**src/rtl/tcheck_mc_if.sv**
```systemverilog
// FIFO read-side bundle between a show-ahead packet FIFO (master) and tcheck_mc (slave).
interface tcheck_mc_if #(
  parameter int DATAWIDTH = 64
);
  logic [DATAWIDTH-1:0] packet_fifo_rd_data;
  logic                 packet_fifo_ne;
  logic                 packet_fifo_re;

  modport master (output packet_fifo_rd_data, output packet_fifo_ne, input packet_fifo_re);
  modport slave  (input packet_fifo_rd_data, input packet_fifo_ne, output packet_fifo_re);
endinterface

```
**src/rtl/tcheck_mc.sv**
```systemverilog
// Multi-channel packet checker: parses headers, checks per-channel sequence and payload content.
// Optional in-packet idle timeout is enabled by defining TCHECK_MC_TIMEOUT_EN.
module tcheck_mc #(
  parameter int DATAWIDTH = 64,
  parameter int NCHAN     = 4,
  parameter int CNTW      = 32,
  parameter int TIMEOUT   = 1024
) (
  input  logic            clk,
  input  logic            reset,
  input  logic            clear,
  tcheck_mc_if.slave      fifo,
  output logic [CNTW-1:0] packet_count,
  output logic [CNTW-1:0] error_count,
  output logic [CNTW-1:0] content_count,
  output logic [CNTW-1:0] short_count,
  output logic [CNTW-1:0] junk_count,
  output logic [CNTW-1:0] seq_count,
  output logic            busy
);

  typedef enum logic {HDR = 1'b0, PAY = 1'b1} state_t;

  state_t                 state_q, state_d;
  logic [15:0]            seq_q, seq_d;
  logic [15:0]            rem_q, rem_d;
  logic [15:0]            idx_q, idx_d;
  logic                   mm_q, mm_d;

  logic [DATAWIDTH-1:0]   word;
  logic                   take;
  logic                   marker;
  logic                   chan_ok;
  logic                   pay_mm;
  logic                   hdr_cycle;
  logic                   timeout_hit;
  logic [7:0]             w_chan;
  logic [15:0]            w_seq;
  logic [15:0]            w_len;
  logic [15:0]            exp_rd;
  logic [NCHAN*16-1:0]    exp_all;
  logic                   exp_we;
  logic                   ev_pkt, ev_content, ev_short, ev_junk, ev_seq;
  logic [5:0]             ev_vec;
  logic [6*CNTW-1:0]      cnt_all;

  // The checker never back-pressures: every available word is popped.
  assign word               = fifo.packet_fifo_rd_data;
  assign take               = fifo.packet_fifo_ne && !reset;
  assign fifo.packet_fifo_re = take;

  assign marker  = (word[DATAWIDTH-1 -: 8] == 8'hA5);
  assign w_chan  = word[39:32];
  assign w_seq   = word[31:16];
  assign w_len   = word[15:0];
  assign chan_ok = (32'(w_chan) < 32'(NCHAN));
  assign pay_mm  = (word != {(DATAWIDTH/32){seq_q, idx_q}});

  always_comb begin
    exp_rd = '0;
    for (int c = 0; c < NCHAN; c++) begin
      if (w_chan == 8'(c)) exp_rd = exp_all[c*16 +: 16];
    end
  end

`ifdef TCHECK_MC_TIMEOUT_EN
  localparam int IDW = $clog2(TIMEOUT + 1);
  logic [IDW-1:0] idle_q;

  assign timeout_hit = (state_q == PAY) && !fifo.packet_fifo_ne && (idle_q == IDW'(TIMEOUT - 1));

  always_ff @(posedge clk) begin
    if (reset || take || state_q != PAY) idle_q <= '0;
    else                                 idle_q <= idle_q + IDW'(1);
  end
`else
  assign timeout_hit = 1'b0;
`endif

  always_comb begin
    state_d    = state_q;
    seq_d      = seq_q;
    rem_d      = rem_q;
    idx_d      = idx_q;
    mm_d       = mm_q;
    ev_pkt     = 1'b0;
    ev_content = 1'b0;
    ev_short   = 1'b0;
    ev_junk    = 1'b0;
    ev_seq     = 1'b0;
    exp_we     = 1'b0;
    hdr_cycle  = 1'b0;
    if (take) begin
      if (state_q == HDR) begin
        hdr_cycle = 1'b1;
      end else if (marker) begin
        // Premature header: drop the open packet and parse this word as a header.
        ev_short  = 1'b1;
        hdr_cycle = 1'b1;
        state_d   = HDR;
      end else if (rem_q == 16'd1) begin
        ev_pkt     = 1'b1;
        ev_content = mm_q | pay_mm;
        state_d    = HDR;
      end else begin
        rem_d = rem_q - 16'd1;
        idx_d = idx_q + 16'd1;
        mm_d  = mm_q | pay_mm;
      end
      if (hdr_cycle) begin
        if (!marker || !chan_ok) begin
          ev_junk = 1'b1;
        end else begin
          ev_seq = (w_seq != exp_rd);
          exp_we = 1'b1;
          if (w_len == 16'd0) begin
            ev_pkt = 1'b1;
          end else begin
            state_d = PAY;
            seq_d   = w_seq;
            rem_d   = w_len;
            idx_d   = 16'd0;
            mm_d    = 1'b0;
          end
        end
      end
    end else if (timeout_hit) begin
      ev_short = 1'b1;
      state_d  = HDR;
    end
  end

  always_ff @(posedge clk) begin
    if (reset) begin
      state_q <= HDR;
      seq_q   <= '0;
      rem_q   <= '0;
      idx_q   <= '0;
      mm_q    <= 1'b0;
    end else begin
      state_q <= state_d;
      seq_q   <= seq_d;
      rem_q   <= rem_d;
      idx_q   <= idx_d;
      mm_q    <= mm_d;
    end
  end

  assign busy = (state_q == PAY);

  for (genvar gi = 0; gi < NCHAN; gi++) begin : g_chan
    logic [15:0] exp_q;
    always_ff @(posedge clk) begin
      if (reset)                              exp_q <= '0;
      else if (exp_we && w_chan == 8'(gi))    exp_q <= w_seq + 16'd1;
    end
    assign exp_all[gi*16 +: 16] = exp_q;
  end

  // Counter order: packet, error, content, short, junk, seq.
  assign ev_vec = {ev_seq, ev_junk, ev_short, ev_content,
                   ev_content | ev_short | ev_junk | ev_seq, ev_pkt};

  for (genvar gi = 0; gi < 6; gi++) begin : g_cnt
    logic [CNTW-1:0] cnt_q;
    always_ff @(posedge clk) begin
      if (reset || clear)                 cnt_q <= '0;
      else if (ev_vec[gi] && cnt_q != '1) cnt_q <= cnt_q + CNTW'(1);
    end
    assign cnt_all[gi*CNTW +: CNTW] = cnt_q;
  end

  assign packet_count  = cnt_all[0*CNTW +: CNTW];
  assign error_count   = cnt_all[1*CNTW +: CNTW];
  assign content_count = cnt_all[2*CNTW +: CNTW];
  assign short_count   = cnt_all[3*CNTW +: CNTW];
  assign junk_count    = cnt_all[4*CNTW +: CNTW];
  assign seq_count     = cnt_all[5*CNTW +: CNTW];

endmodule

```
**src/flat_wrapper.sv**
```systemverilog
// flat-port wrapper written by rule: the top's interface ports become plain ports
module tcheck_mc_flat 
#(
  parameter int DATAWIDTH = 64,
  parameter int NCHAN     = 4,
  parameter int CNTW      = 32,
  parameter int TIMEOUT   = 1024
)
  (clk, reset, clear, packet_count, error_count, content_count, short_count, junk_count, seq_count, busy, fifo_packet_fifo_rd_data, fifo_packet_fifo_ne, fifo_packet_fifo_re);
  tcheck_mc_if #(.DATAWIDTH(DATAWIDTH)) fifo_i ();
  input  logic clk;
  input  logic reset;
  input  logic clear;
  output logic [CNTW-1:0] packet_count;
  output logic [CNTW-1:0] error_count;
  output logic [CNTW-1:0] content_count;
  output logic [CNTW-1:0] short_count;
  output logic [CNTW-1:0] junk_count;
  output logic [CNTW-1:0] seq_count;
  output logic busy;
  input wire logic [$bits(fifo_i.packet_fifo_rd_data)-1:0] fifo_packet_fifo_rd_data;
  input wire logic [$bits(fifo_i.packet_fifo_ne)-1:0] fifo_packet_fifo_ne;
  output wire logic [$bits(fifo_i.packet_fifo_re)-1:0] fifo_packet_fifo_re;
  assign fifo_i.packet_fifo_rd_data = fifo_packet_fifo_rd_data;
  assign fifo_i.packet_fifo_ne = fifo_packet_fifo_ne;
  assign fifo_packet_fifo_re = fifo_i.packet_fifo_re;
  tcheck_mc #(.DATAWIDTH(DATAWIDTH), .NCHAN(NCHAN), .CNTW(CNTW), .TIMEOUT(TIMEOUT)) u_core (.clk(clk), .reset(reset), .clear(clear), .fifo(fifo_i), .packet_count(packet_count), .error_count(error_count), .content_count(content_count), .short_count(short_count), .junk_count(junk_count), .seq_count(seq_count), .busy(busy));
endmodule
```
**config.mk**
```make
export PLATFORM = sky130hd
export DESIGN_NAME = tcheck_mc_flat
export DESIGN_NICKNAME = d
export VERILOG_FILES = /design/src/rtl/tcheck_mc_if.sv /design/src/rtl/tcheck_mc.sv /design/src/flat_wrapper.sv
export SDC_FILE = /design/constraint.sdc
export NUM_CORES = 1
export LEC_CHECK = 0
export ABC_AREA = 1
export CAP_MARGIN = 20
export CORE_ASPECT_RATIO = 2
export CORE_MARGIN = 1
export CORE_UTILIZATION = 55
export DETAILED_ROUTE_END_ITERATION = 12
export GPL_ROUTABILITY_DRIVEN = 0
export GPL_TIMING_DRIVEN = 1
export PLACE_DENSITY = 0.81
export REMOVE_ABC_BUFFERS = 1
export SLEW_MARGIN = 20
export SYNTH_ARGS = -nofsm -noshare
export SYNTH_HDL_FRONTEND = slang
export SYNTH_SLANG_ARGS = --single-unit
```
**constraint.sdc**
```tcl
create_clock -name clk -period 5.8 [get_ports clk]
set_input_delay 1.74 -clock clk [delete_from_list [all_inputs] [get_ports clk]]
set_output_delay 1.74 -clock clk [all_outputs]
set_load 0.02 [all_outputs]
```
==> out/summary.txt <==
peak supply drop: 0.295 mV
CTS max path bufs: 3
Ys Warns: 0
Seq cells post-synth: 306
Worst Setup SP: fifo_packet_fifo_ne
Yosys top cell by area: dfxtp_1
GRT Residual Overflow: 0
Worst EP required: 4060 ps
Clock transition at path regs: 70 ps
ANT nets after route: 0
die area: 0.0338 sq mm
hold_sp: u_core.seq_count[16]
DRT Pass-1 Iters: 11
final count of hold timing violations: 0
CTS Hold Bufs: 0
Power Density: 204 mW/mm^2
CP Class: primary input to output port
antenna violations before repair: 0
Cells after Synth: 2724
CP Capture Type: output port
Synth Cell Area: 0.0182 sq mm
Final setup violation count: 0
DP Wirelength: 48400 microns
DRC viols: 0
leak pwr: 7.53 nW
dpl cell area: 0.0210 sq mm
# diodes: 0
Top Layer Used: met4
post-layout instance area: 0.0220 sq mm
Total GRT Usage: 38.7%
H-Tree Depth: 1
Post-layout nets: 3020
status: complete, no violations
DR WL met2: 33200 microns
DRT Wirelength: 66100 microns
syn avg cell area: 6.67 sq um
ys async rst share: 0%
ys flop type: dfxtp_1
WL/cell: 19.5 microns
placement row count: 93
most common cell after layout, fill and taps aside: nand2_1
wire length on met3: 6230 microns
filler cell count: 2875
chip height: 259 microns
CTS Root Cell: clkbuf_16
sequential element share of the synthesized area: 33.7%
FMAX: 0.196 GHz
layout cells sized above 1: 4.89%
CP Launch Type: primary input
DR vias/cell: 6.12
max-slew violation count: 0
Core Box Area: 0.0323 sq mm
port bufs: 261
Synth cell types: 50
Area growth syn-to-layout: 21.3%
first-pass GRT wire length: 102000 microns
M1 WL: 20300 microns
Via Count: 20761
most frequent cells in the layout: nand2_1 (600), dfxtp_1 (306), inv_1 (273)
Setup Skew: 18.1 ps
Tmin final: 5090 ps
number of global-route vias before repair: 20171
RR Startpoint: u_core.idx_q[10]
CTS Sinks: 306
Initial Utilization: 56.1%
Post-synth EDFFs: 0
worst skew pair latency: 580 ps
Die W: 130 microns
HP Class: flop to flop
Max Cap Violations: 0
CTS buffer count: 29
unrepaired setup endpoints after global routing: false
crit-path max FO: 17
Worst-Margin Slew: 1050 ps
largest net degree at the start of global routing: 95
Final Cycle Share: 87.8%
Overall Power: 4.48 mW
PostCTS Resize Cnt: 0
Worst slew margin: 29.9%
WP data arrival: 3350 ps
TNS Setup: 0 ps
DRT iter0 DRCs: 1766
# IOs: 262
setup bufs post-CTS: 0
top cells by area, synth: dfxtp_1 (34%), nand2_1 (12%), a21oi_1 (7.2%), xor2_1 (5.9%), inv_1 (5.6%)
TritonCTS clock tree: done
Synth top area share: 33.7%
-- cells by family after synthesis --
group                    share of synthesized area, %
adder cells (fa/ha/maj)                         0.689
AO/OA/AOI/OAI                                    14.1
AND/OR/NAND/NOR                                  34.6
XOR/XNOR                                         8.34
buffers and inverters                            8.47
flip-flops                                       33.7
-- flip-flops by register name, indices dropped and copies added (netlist names) --
register,cells
u_core.error_count,32
u_core.packet_count,32
u_core.content_count,32
u_core.idx_q,16
u_core.busy,1
u_core.g_chan.exp_q,64
u_core.short_count,32
u_core.junk_count,32
u_core.seq_q,16
u_core.rem_q,16
u_core.seq_count,32
u_core.mm_q,1
-- worst max-delay path, cell delays in order --
cell	delay [ps]
clkdlybuf4s50_1	560
inv_2	190
nor2_2	140
clkdlybuf4s50_1	710
-- synthesized netlist by cell type, types with 4 or more instances --
cell type,n
a211oi_1,6
a21oi_1,260
a21oi_2,17
a31oi_1,12
buf_2,18
buf_4,5
buf_6,10
clkbuf_1,61
clkinv_1,4
dfxtp_1,306
ha_1,10
inv_1,273
inv_2,6
nand2_1,600
nand2_2,22
nand3_1,164
nand3b_1,17
nand4_1,123
nor2_1,242
nor2_2,6
nor3_1,122
nor4_1,60
o211ai_1,6
o21a_1,6
o21ai_0,140
o22ai_1,18
xnor2_1,50
xor2_1,123
-- through the flow --
| stage | setup slack [ps] | utilization, % | cells | hold slack [ps] |
|---|---|---|---|---|
| after CTS | 770 | 68.1 | 3390 | 478 |
| after detailed placement | 728 | 65.0 | 3338 | 457 |
| after global placement | 816 | 65.0 | 3338 | 453 |
| after global routing | 668 | 68.1 | 3390 | 509 |
| after floorplan | -897 | - | 2628 | 439 |
| final | 707 | 68.1 | 3390 | 479 |
-- metal layers --
metal / global-route usage [%] / vias to the layer above
met4: 34.2 / 0
met2: 68.5 / 1246
met1: 35.2 / 9462
met3: 10.8 / 473
li1: - / 9580
met5: 0 / -
-- where the power goes --
group	total [mW]	switching, mW	internal [mW]	leakage (nW)
combinational	0.314	0.209	0.105	4.58
clock	2.05	0.890	1.16	0.493
sequential	2.12	0.0106	2.11	2.46
-- area by class of cell --
cell class,count,area [sq um],share of cell area (%)
timing repair buffer,283,2790,12.7
inverter,283,1060,4.83
multi-input combinational,2039,10500,47.7
tap,427,534,2.42
clock inverter,16,200,0.909
sequential,306,6130,27.8
clock buffer,36,802,3.64
-- path summary, 6_finish.rpt --
| path | to | slack, ps | cells past startpoint |
|---|---|---|---|
| worst max-delay path | fifo_packet_fifo_re | 710 | 4 |
| worst min-delay path | u_core.seq_count[16] | 480 | 2 |
| worst max register to register | u_core.content_count[9] | 2670 | 12 |
| worst min register to register | u_core.seq_count[16] | 480 | 2 |
Power figures use the tool's default switching activity.
